<file path="config.mk">
export PLATFORM = sky130hd
export DESIGN_NAME = coz_flat
export DESIGN_NICKNAME = d
export VERILOG_FILES = /design/src/rtl/coz_pkg.sv /design/src/rtl/coz_if.sv /design/src/rtl/coz_anlik_uretici.sv /design/src/rtl/coz.sv /design/src/flat_wrapper.sv
export SDC_FILE = /design/constraint.sdc
export NUM_CORES = 1
export LEC_CHECK = 0
export BUFFER_PORTS_ARGS = -buffer_cell sky130_fd_sc_hd__clkbuf_2
export CORE_MARGIN = 1
export CORE_UTILIZATION = 51
export CTS_BUF_LIST = sky130_fd_sc_hd__clkbuf_4 sky130_fd_sc_hd__clkbuf_8 sky130_fd_sc_hd__clkbuf_16
export DETAILED_ROUTE_END_ITERATION = 8
export GPL_TIMING_DRIVEN = 0
export PLACE_DENSITY = 0.8
export SLEW_MARGIN = 40
export SYNTH_ARGS = -nofsm -noshare
export SYNTH_HDL_FRONTEND = slang
export SYNTH_SLANG_ARGS = --single-unit
</file>
<file path="constraint.sdc">
create_clock -name clk_i -period 3.6 [get_ports clk_i]
set_input_delay 0.72 -clock clk_i [delete_from_list [all_inputs] [get_ports clk_i]]
set_output_delay 0.72 -clock clk_i [all_outputs]
set_load 0.02 [all_outputs]
</file>
<file path="src/rtl/coz_pkg.sv">
// Shared decode vocabulary for the coz stage: operation codes, RV32I opcodes, the fetch NOP word.
package coz_paket;

    localparam logic [31:0] NOP_KELIME = 32'h0000_0013;

    localparam logic [6:0] OP_LUI    = 7'b0110111;
    localparam logic [6:0] OP_AUIPC  = 7'b0010111;
    localparam logic [6:0] OP_JAL    = 7'b1101111;
    localparam logic [6:0] OP_JALR   = 7'b1100111;
    localparam logic [6:0] OP_BRANCH = 7'b1100011;
    localparam logic [6:0] OP_LOAD   = 7'b0000011;
    localparam logic [6:0] OP_STORE  = 7'b0100011;
    localparam logic [6:0] OP_IMM    = 7'b0010011;
    localparam logic [6:0] OP_REG    = 7'b0110011;
    localparam logic [6:0] OP_FENCE  = 7'b0001111;
    localparam logic [6:0] OP_SYSTEM = 7'b1110011;

    // MUL..REMU must stay contiguous and in funct3 order; the decoder indexes them by funct3.
    typedef enum logic [5:0] {
        ISLEM_YOK,
        LUI, AUIPC, JAL, JALR,
        BEQ, BNE, BLT, BGE, BLTU, BGEU,
        LB, LH, LW, LBU, LHU,
        SB, SH, SW,
        ADDI, SLTI, SLTIU, XORI, ORI, ANDI, SLLI, SRLI, SRAI,
        ADD, SUB, SLL, SLT, SLTU, XOR, SRL, SRA, OR, AND,
        FENCE, ECALL, EBREAK, MRET,
        MUL, MULH, MULHSU, MULHU, DIV, DIVU, REM, REMU
    } islem_e;

    typedef enum logic {
        NORMAL,
        BALON
    } durum_e;

endpackage

</file>
<file path="src/rtl/coz_if.sv">
// Decode-stage bundle: fetch-side inputs plus the registered decode outputs and the fetch stall request.
interface coz_if;
    logic [31:0] ps_i;
    logic [31:0] buyruk_i;
    logic        durdur_i;
    logic        bosalt_i;
    logic [31:0] ps_o;
    logic [4:0]  rd_o;
    logic [4:0]  rs1_o;
    logic [4:0]  rs2_o;
    logic [31:0] imm_o;
    logic [5:0]  islem_o;
    logic        gecerli_o;
    logic        yaz_o;
    logic        bellek_oku_o;
    logic        bellek_yaz_o;
    logic        yasadisi_buyruk_o;
    logic        getir_durdur_o;

    modport slave (
        input  ps_i, buyruk_i, durdur_i, bosalt_i,
        output ps_o, rd_o, rs1_o, rs2_o, imm_o, islem_o, gecerli_o, yaz_o,
               bellek_oku_o, bellek_yaz_o, yasadisi_buyruk_o, getir_durdur_o
    );

    modport master (
        output ps_i, buyruk_i, durdur_i, bosalt_i,
        input  ps_o, rd_o, rs1_o, rs2_o, imm_o, islem_o, gecerli_o, yaz_o,
               bellek_oku_o, bellek_yaz_o, yasadisi_buyruk_o, getir_durdur_o
    );
endinterface

</file>
<file path="src/rtl/coz_anlik_uretici.sv">
// anlik_uretici: combinational RV32I immediate generator, sign-extended from bit 31; R-type and unknown give 0.
module anlik_uretici
    import coz_paket::*;
(
    input  logic [31:0] i_buyruk,
    output logic [31:0] o_imm
);
    always_comb begin
        o_imm = '0;
        case (i_buyruk[6:0])
            OP_JALR, OP_LOAD, OP_IMM, OP_FENCE, OP_SYSTEM:
                o_imm = {{20{i_buyruk[31]}}, i_buyruk[31:20]};
            OP_STORE:
                o_imm = {{20{i_buyruk[31]}}, i_buyruk[31:25], i_buyruk[11:7]};
            OP_BRANCH:
                o_imm = {{19{i_buyruk[31]}}, i_buyruk[31], i_buyruk[7],
                         i_buyruk[30:25], i_buyruk[11:8], 1'b0};
            OP_LUI, OP_AUIPC:
                o_imm = {i_buyruk[31:12], 12'h000};
            OP_JAL:
                o_imm = {{11{i_buyruk[31]}}, i_buyruk[31], i_buyruk[19:12],
                         i_buyruk[20], i_buyruk[30:21], 1'b0};
            default: o_imm = '0;
        endcase
    end
endmodule

</file>
<file path="src/rtl/coz.sv">
// coz: RV32I decode stage, 1-cycle registered; durdur_i holds everything, load-use inserts one bubble via getir_durdur_o.
// Build option M_UZANTISI_EN adds the RV32M operations; without it they decode as illegal.
module coz
    import coz_paket::*;
#(
    parameter logic [31:0] NOP_BUYRUK = NOP_KELIME
) (
    input  logic clk_i,
    input  logic rst_i,
    coz_if.slave yol
);
    logic [6:0]  w_opkod;
    logic [2:0]  w_f3;
    logic [6:0]  w_f7;
    logic [31:0] w_imm;
    logic [4:0]  w_rd, w_rs1, w_rs2;
    islem_e      w_islem;
    logic        w_gecerli, w_yaz, w_oku, w_byaz, w_yasadisi, w_tehlike;
    durum_e      r_durum, w_durum_sonraki;

    logic [31:0] r_ps, r_imm;
    logic [4:0]  r_rd, r_rs1, r_rs2;
    islem_e      r_islem;
    logic        r_gecerli, r_yaz, r_oku, r_byaz, r_yasadisi;

    assign w_opkod = yol.buyruk_i[6:0];
    assign w_f3    = yol.buyruk_i[14:12];
    assign w_f7    = yol.buyruk_i[31:25];

    anlik_uretici u_anlik (.i_buyruk(yol.buyruk_i), .o_imm(w_imm));

    always_comb begin
        w_islem = ISLEM_YOK;
        w_rd    = yol.buyruk_i[11:7];
        w_rs1   = yol.buyruk_i[19:15];
        w_rs2   = '0;
        w_yaz   = 1'b0;
        w_oku   = 1'b0;
        w_byaz  = 1'b0;
        case (w_opkod)
            OP_LUI:   begin w_islem = LUI;   w_rs1 = '0; w_yaz = 1'b1; end
            OP_AUIPC: begin w_islem = AUIPC; w_rs1 = '0; w_yaz = 1'b1; end
            OP_JAL:   begin w_islem = JAL;   w_rs1 = '0; w_yaz = 1'b1; end
            OP_JALR:  begin w_yaz = 1'b1; if (w_f3 == 3'b000) w_islem = JALR; end
            OP_BRANCH: begin
                w_rd  = '0;
                w_rs2 = yol.buyruk_i[24:20];
                case (w_f3)
                    3'b000: w_islem = BEQ;
                    3'b001: w_islem = BNE;
                    3'b100: w_islem = BLT;
                    3'b101: w_islem = BGE;
                    3'b110: w_islem = BLTU;
                    3'b111: w_islem = BGEU;
                    default: ;
                endcase
            end
            OP_LOAD: begin
                w_oku = 1'b1;
                w_yaz = 1'b1;
                case (w_f3)
                    3'b000: w_islem = LB;
                    3'b001: w_islem = LH;
                    3'b010: w_islem = LW;
                    3'b100: w_islem = LBU;
                    3'b101: w_islem = LHU;
                    default: ;
                endcase
            end
            OP_STORE: begin
                w_rd   = '0;
                w_rs2  = yol.buyruk_i[24:20];
                w_byaz = 1'b1;
                case (w_f3)
                    3'b000: w_islem = SB;
                    3'b001: w_islem = SH;
                    3'b010: w_islem = SW;
                    default: ;
                endcase
            end
            OP_IMM: begin
                w_yaz = 1'b1;
                case (w_f3)
                    3'b000: w_islem = ADDI;
                    3'b010: w_islem = SLTI;
                    3'b011: w_islem = SLTIU;
                    3'b100: w_islem = XORI;
                    3'b110: w_islem = ORI;
                    3'b111: w_islem = ANDI;
                    3'b001: if (w_f7 == 7'b0000000) w_islem = SLLI;
                    3'b101: begin
                        if (w_f7 == 7'b0000000)      w_islem = SRLI;
                        else if (w_f7 == 7'b0100000) w_islem = SRAI;
                    end
                    default: ;
                endcase
            end
            OP_REG: begin
                w_yaz = 1'b1;
                w_rs2 = yol.buyruk_i[24:20];
                if (w_f7 == 7'b0000000) begin
                    case (w_f3)
                        3'b000: w_islem = ADD;
                        3'b001: w_islem = SLL;
                        3'b010: w_islem = SLT;
                        3'b011: w_islem = SLTU;
                        3'b100: w_islem = XOR;
                        3'b101: w_islem = SRL;
                        3'b110: w_islem = OR;
                        3'b111: w_islem = AND;
                        default: ;
                    endcase
                end else if (w_f7 == 7'b0100000) begin
                    if (w_f3 == 3'b000)      w_islem = SUB;
                    else if (w_f3 == 3'b101) w_islem = SRA;
                end
`ifdef M_UZANTISI_EN
                else if (w_f7 == 7'b0000001) begin
                    w_islem = islem_e'(6'(MUL) + {3'b000, w_f3});
                end
`endif
            end
            OP_FENCE: begin w_rd = '0; if (w_f3 == 3'b000) w_islem = FENCE; end
            OP_SYSTEM: begin
                w_rd = '0;
                case (yol.buyruk_i)
                    32'h0000_0073: w_islem = ECALL;
                    32'h0010_0073: w_islem = EBREAK;
                    32'h3020_0073: w_islem = MRET;
                    default: ;
                endcase
            end
            default: ;
        endcase

        w_gecerli  = 1'b1;
        w_yasadisi = (w_islem == ISLEM_YOK);
        if (w_yasadisi) {w_yaz, w_oku, w_byaz} = 3'b000;
        if (w_rd == 5'd0) w_yaz = 1'b0;
        if (yol.buyruk_i == NOP_BUYRUK) begin
            w_gecerli  = 1'b0;
            w_yasadisi = 1'b0;
            w_islem    = ISLEM_YOK;
            {w_yaz, w_oku, w_byaz} = 3'b000;
        end
    end

    // Unused source fields decode to 0, so comparing against a non-zero rd never matches them.
    assign w_tehlike = (r_durum == NORMAL) && r_gecerli && r_oku && (r_rd != 5'd0)
                     && ((w_rs1 == r_rd) || (w_rs2 == r_rd));
    assign yol.getir_durdur_o = w_tehlike && !yol.bosalt_i && !rst_i;

    always_comb begin
        w_durum_sonraki = r_durum;
        if (yol.bosalt_i)       w_durum_sonraki = NORMAL;
        else if (!yol.durdur_i) w_durum_sonraki = w_tehlike ? BALON : NORMAL;
    end

    always_ff @(posedge clk_i) begin
        if (rst_i) r_durum <= NORMAL;
        else       r_durum <= w_durum_sonraki;
    end

    always_ff @(posedge clk_i) begin
        if (rst_i) begin
            r_ps <= '0; r_imm <= '0; r_rd <= '0; r_rs1 <= '0; r_rs2 <= '0;
            r_islem <= ISLEM_YOK;
            r_gecerli <= 1'b0; r_yaz <= 1'b0; r_oku <= 1'b0; r_byaz <= 1'b0; r_yasadisi <= 1'b0;
        end else if (yol.bosalt_i) begin
            r_gecerli <= 1'b0; r_yaz <= 1'b0; r_oku <= 1'b0; r_byaz <= 1'b0; r_yasadisi <= 1'b0;
        end else if (!yol.durdur_i) begin
            r_ps       <= yol.ps_i;
            r_imm      <= w_imm;
            r_rd       <= w_rd;
            r_rs1      <= w_rs1;
            r_rs2      <= w_rs2;
            r_islem    <= w_tehlike ? ISLEM_YOK : w_islem;
            r_gecerli  <= w_gecerli  && !w_tehlike;
            r_yaz      <= w_yaz      && !w_tehlike;
            r_oku      <= w_oku      && !w_tehlike;
            r_byaz     <= w_byaz     && !w_tehlike;
            r_yasadisi <= w_yasadisi && !w_tehlike;
        end
    end

    assign yol.ps_o              = r_ps;
    assign yol.imm_o             = r_imm;
    assign yol.rd_o              = r_rd;
    assign yol.rs1_o             = r_rs1;
    assign yol.rs2_o             = r_rs2;
    assign yol.islem_o           = r_islem;
    assign yol.gecerli_o         = r_gecerli;
    assign yol.yaz_o             = r_yaz;
    assign yol.bellek_oku_o      = r_oku;
    assign yol.bellek_yaz_o      = r_byaz;
    assign yol.yasadisi_buyruk_o = r_yasadisi;
endmodule

</file>
<file path="src/flat_wrapper.sv">
// flat-port wrapper written by rule: the top's interface ports become plain ports
module coz_flat import coz_paket::*;
#(
    parameter logic [31:0] NOP_BUYRUK = NOP_KELIME
)
  (clk_i, rst_i, yol_ps_i, yol_buyruk_i, yol_durdur_i, yol_bosalt_i, yol_ps_o, yol_rd_o, yol_rs1_o, yol_rs2_o, yol_imm_o, yol_islem_o, yol_gecerli_o, yol_yaz_o, yol_bellek_oku_o, yol_bellek_yaz_o, yol_yasadisi_buyruk_o, yol_getir_durdur_o);
  coz_if yol_i ();
  input  logic clk_i;
  input  logic rst_i;
  input wire logic [$bits(yol_i.ps_i)-1:0] yol_ps_i;
  input wire logic [$bits(yol_i.buyruk_i)-1:0] yol_buyruk_i;
  input wire logic [$bits(yol_i.durdur_i)-1:0] yol_durdur_i;
  input wire logic [$bits(yol_i.bosalt_i)-1:0] yol_bosalt_i;
  output wire logic [$bits(yol_i.ps_o)-1:0] yol_ps_o;
  output wire logic [$bits(yol_i.rd_o)-1:0] yol_rd_o;
  output wire logic [$bits(yol_i.rs1_o)-1:0] yol_rs1_o;
  output wire logic [$bits(yol_i.rs2_o)-1:0] yol_rs2_o;
  output wire logic [$bits(yol_i.imm_o)-1:0] yol_imm_o;
  output wire logic [$bits(yol_i.islem_o)-1:0] yol_islem_o;
  output wire logic [$bits(yol_i.gecerli_o)-1:0] yol_gecerli_o;
  output wire logic [$bits(yol_i.yaz_o)-1:0] yol_yaz_o;
  output wire logic [$bits(yol_i.bellek_oku_o)-1:0] yol_bellek_oku_o;
  output wire logic [$bits(yol_i.bellek_yaz_o)-1:0] yol_bellek_yaz_o;
  output wire logic [$bits(yol_i.yasadisi_buyruk_o)-1:0] yol_yasadisi_buyruk_o;
  output wire logic [$bits(yol_i.getir_durdur_o)-1:0] yol_getir_durdur_o;
  assign yol_i.ps_i = yol_ps_i;
  assign yol_i.buyruk_i = yol_buyruk_i;
  assign yol_i.durdur_i = yol_durdur_i;
  assign yol_i.bosalt_i = yol_bosalt_i;
  assign yol_ps_o = yol_i.ps_o;
  assign yol_rd_o = yol_i.rd_o;
  assign yol_rs1_o = yol_i.rs1_o;
  assign yol_rs2_o = yol_i.rs2_o;
  assign yol_imm_o = yol_i.imm_o;
  assign yol_islem_o = yol_i.islem_o;
  assign yol_gecerli_o = yol_i.gecerli_o;
  assign yol_yaz_o = yol_i.yaz_o;
  assign yol_bellek_oku_o = yol_i.bellek_oku_o;
  assign yol_bellek_yaz_o = yol_i.bellek_yaz_o;
  assign yol_yasadisi_buyruk_o = yol_i.yasadisi_buyruk_o;
  assign yol_getir_durdur_o = yol_i.getir_durdur_o;
  coz #(.NOP_BUYRUK(NOP_BUYRUK)) u_core (.clk_i(clk_i), .rst_i(rst_i), .yol(yol_i));
endmodule
</file>
==> results.py <==
metrics = {
    "run_status": {
        "outcome": "complete, no violations",
    },
    "drt": {
        "routed_wl_mm": 15.4,
        "drc": 0,
        "wl_per_cell_um": 16.9,
        "dr.pass1.iters": 5,
        "vias_per_cell": 5.94,
        "vias": 5417,
        "drt_iter0_markers": 436,
        "ant_nets": 0,
    },
    "timing": {
        "post-route-period-util_pct": 95.8,
        "finalSetupViolCount": 0,
        "clock_skew_ps": 10.4,
        "final.min_clock_period_ps": 3450,
        "tightest_slew_ps": 813,
        "rsz0062_at_grt": "false",
        "whs_ps": 458,
        "hold_viol": 0,
        "fmax_mhz": 290,
        "slew_headroom_pct": 45.3,
        "finalMaxSlewViolations": 0,
        "setup_tns_ps": 0,
    },
    "clock_network": {
        "clkLatencyLatePin_ps": 350,
        "holdBufCountCts": 0,
        "cts_tree": "done",
        "cts_buffers": 9,
        "cts_max_level": 3,
        "clockRootBuffer": "clkbuf_8",
        "clk_path_buf_depth": 2,
        "postCtsSetupBuffers": 0,
        "clk_pin_slew_ps": 100,
        "cts.sinks": 91,
    },
    "layout": {
        "drive_above_1_share_pct": 26.1,
        "final_cells": 912,
        "final_common_cell": "clkbuf_2",
        "num_antenna_cells": 0,
        "area_growth_pct": 22.6,
        "fillers": 810,
        "num-nets-final": 870,
        "seq_area_mm2": 0.00182,
        "multiInputGateArea_mm2": 0.00267,
        "final_cell_mix": "155 x clkbuf_2, 120 x nand2_1, 91 x dfxtp_1, 69 x a21oi_1, 59 x nor2_1",
    },
    "floorplan": {
        "coreArea_mm2": 0.00920,
        "start_util_pct": 52.6,
        "die_x_um": 99.4,
        "io_pins": 159,
        "dieArea_mm2": 0.00988,
        "row_count": 35,
        "die_h_um": 99.4,
    },
    "logic_synthesis": {
        "ys_seq_elements": 91,
        "synth_area_mm2": 0.00484,
        "synth_edf_count": 0,
        "synth_warnings": 0,
        "ys_async_sr_fraction_pct": 0,
        "synth_fp_nets": 705,
        "synth_ff_type": "dfxtp_1",
        "netlist_instances": 632,
        "synthDistinctLibCells": 74,
        "ys_seq_area_share_pct": 37.7,
        "avgSynthCellArea_um2": 7.66,
    },
    "critical_path": {
        "path_max_fanout": 10,
        "critPathCaptureType": "primary output",
        "cp.required_ps": 2880,
        "critPathKind": "in -> out",
        "critPathArrivalTime_ps": 2730,
        "critPathLaunchType": "primary input",
        "r2r_setup_slack_ps": 1390,
    },
    "grt": {
        "antenna_found_initial": 0,
        "grt_pass1_wl_mm": 24.2,
        "grt_pass1_vias": 4858,
        "grt_usage_pct": 30.8,
        "grt_max_degree": 17,
        "grt_overflow": 0,
    },
    "placed_design": {
        "port_buffers": 154,
        "gp_congestion": 0.968,
        "placedCellCount": 897,
        "dp_hpwl_mm": 12.1,
    },
    "power": {
        "p_leak_uw": 0.00245,
        "p_seq_share_pct": 51.3,
        "swShare_pct": 31.0,
        "pwr_density_cell_mw_per_mm2": 349,
        "p_clk_share_pct": 30.6,
        "intPower_uw": 1430,
        "p_comb_share_pct": 18.1,
        "vdd_ir_drop_max_uv": 231,
        "power_switching_uw": 642,
    },
    "job": {
        "drv_cap": 0,
    },
    "worst_hold_path": {
        "min_path_type": "reg -> reg",
    },
}
==> power by group through the flow <==
stage	logic, uW	registers, uW	clock network (uW)
2_1_floorplan	182	1120	0
3_3_place_gp	361	1080	0
3_5_place_dp	367	1090	0
4_1_cts	368	1060	641
5_1_grt	406	1070	683
6_report	374	1060	633
==> per-stage QoR <==
stage / total power [uW] / setup slack [ps] / utilization [%] / area, um2
floorplan: 1310 / 557 / - / 4840
global placement: 1440 / -40.8 / 62.5 / 5750
detailed placement: 1450 / -27.4 / 62.6 / 5750
CTS: 2070 / 152 / 64.4 / 5930
global route: 2160 / 11.2 / 64.5 / 5930
finish: 2070 / 152 / 64.5 / 5930
==> layout make-up <==
type / instances / area share, %
multi-input cells: 474 / 45.0
clock inverters: 6 / 0.823
plain buffers: 51 / 5.06
clock buffers: 9 / 2.09
inverters: 16 / 1.01
flip-flops and latches: 91 / 30.7
repair buffers: 154 / 13.0
well taps: 111 / 2.34
==> layer usage <==
metal / part of all wire, % / wire (um) / GRT usage, % / vias to the layer above
li1: - / - / - / 2576
met2: 48 / 7370 / 51.5 / 253
met4: 2.3 / 361 / 12.0 / 0
met5: 0 / 0 / 0 / -
met1: 42 / 6490 / 40.0 / 2561
met3: 7.5 / 1160 / 4.99 / 27
==> final timing paths <==
check,start,to,cells after the start
min reg2reg,u_core.yol.rs1_o[4]$_SDFFE_PP0P_,u_core.yol.rs1_o[4]$_SDFFE_PP0P_,2
max reg2reg,u_core.yol.rd_o[3]$_SDFFE_PP0P_,u_core.yol.yasadisi_buyruk_o$_SDFFE_PP0N_,8
max,yol_buyruk_i[3],yol_getir_durdur_o,10
min,u_core.yol.rs1_o[4]$_SDFFE_PP0P_,u_core.yol.rs1_o[4]$_SDFFE_PP0P_,2
==> repair_timing <==
action,4_1_cts,5_1_grt
endpoints found under the hold margin,0,0
endpoints found under the setup margin,1,1
resized for setup,1,1
==> logic make-up after synthesis <==
kind of cell / count (synthesis) / share of synthesized area, %
simple gates: 289 / 29.0
compound gates: 176 / 23.6
flops: 91 / 37.7
buf+inv: 67 / 7.45
fa+ha+maj: 5 / 1.29
xor+xnor: 2 / 0.362
mux: 2 / 0.672
==> sequential cells by signal, summed over array words and instances, names as in the netlist, 5 cells and up <==
| register | cells |
|---|---|
| u_core.yol.imm_o | 32 |
| u_core.yol.islem_o | 6 |
| u_core.yol.ps_o | 32 |
| u_core.yol.rd_o | 5 |
| u_core.yol.rs1_o | 5 |
| u_core.yol.rs2_o | 5 |
==> cells in the mapped netlist (2+ instances only) <==
| cell | number | area [um2] |
|---|---|---|
| a211oi_1 | 18 | 135 |
| a21o_1 | 2 | 15.0 |
| a21oi_1 | 69 | 345 |
| a221oi_1 | 6 | 52.6 |
| a22oi_1 | 14 | 105 |
| a31oi_1 | 4 | 25.0 |
| a41oi_1 | 4 | 35.0 |
| and2_1 | 3 | 18.8 |
| and4_1 | 2 | 17.5 |
| buf_2 | 4 | 20.0 |
| buf_4 | 4 | 30.0 |
| buf_6 | 5 | 56.3 |
| clkbuf_1 | 31 | 116 |
| clkbuf_8 | 5 | 68.8 |
| dfxtp_1 | 91 | 1820 |
| ha_1 | 5 | 62.6 |
| inv_1 | 16 | 60.1 |
| nand2_1 | 120 | 450 |
| nand2b_1 | 7 | 43.8 |
| nand3_1 | 22 | 110 |
| nand3b_1 | 7 | 52.6 |
| nand4_1 | 2 | 12.5 |
| nor2_1 | 59 | 221 |
| nor2b_1 | 6 | 37.5 |
| nor3_1 | 20 | 100 |
| nor4_1 | 8 | 50.1 |
| nor4b_1 | 3 | 26.3 |
| o211ai_1 | 3 | 22.5 |
| o21a_1 | 2 | 15.0 |
| o21ai_0 | 23 | 115 |
| o21bai_1 | 2 | 15.0 |
| o22ai_1 | 6 | 37.5 |
| o311ai_0 | 2 | 17.5 |
| o31ai_1 | 3 | 22.5 |
| or2_2 | 3 | 18.8 |
| or3_1 | 9 | 56.3 |
| or3b_1 | 2 | 17.5 |
| or3b_2 | 2 | 17.5 |
| or4_4 | 2 | 22.5 |
| xor2_1 | 2 | 17.5 |
==> critical path, stage by stage <==
cell	delay, ps
clkbuf_2	100
buf_6	140
nor4bb_4	310
buf_6	170
nand3_1	120
a221o_1	380
a211oi_1	280
o21bai_1	180
and2_1	150
clkbuf_2	170
Power figures use the tool's default switching activity.
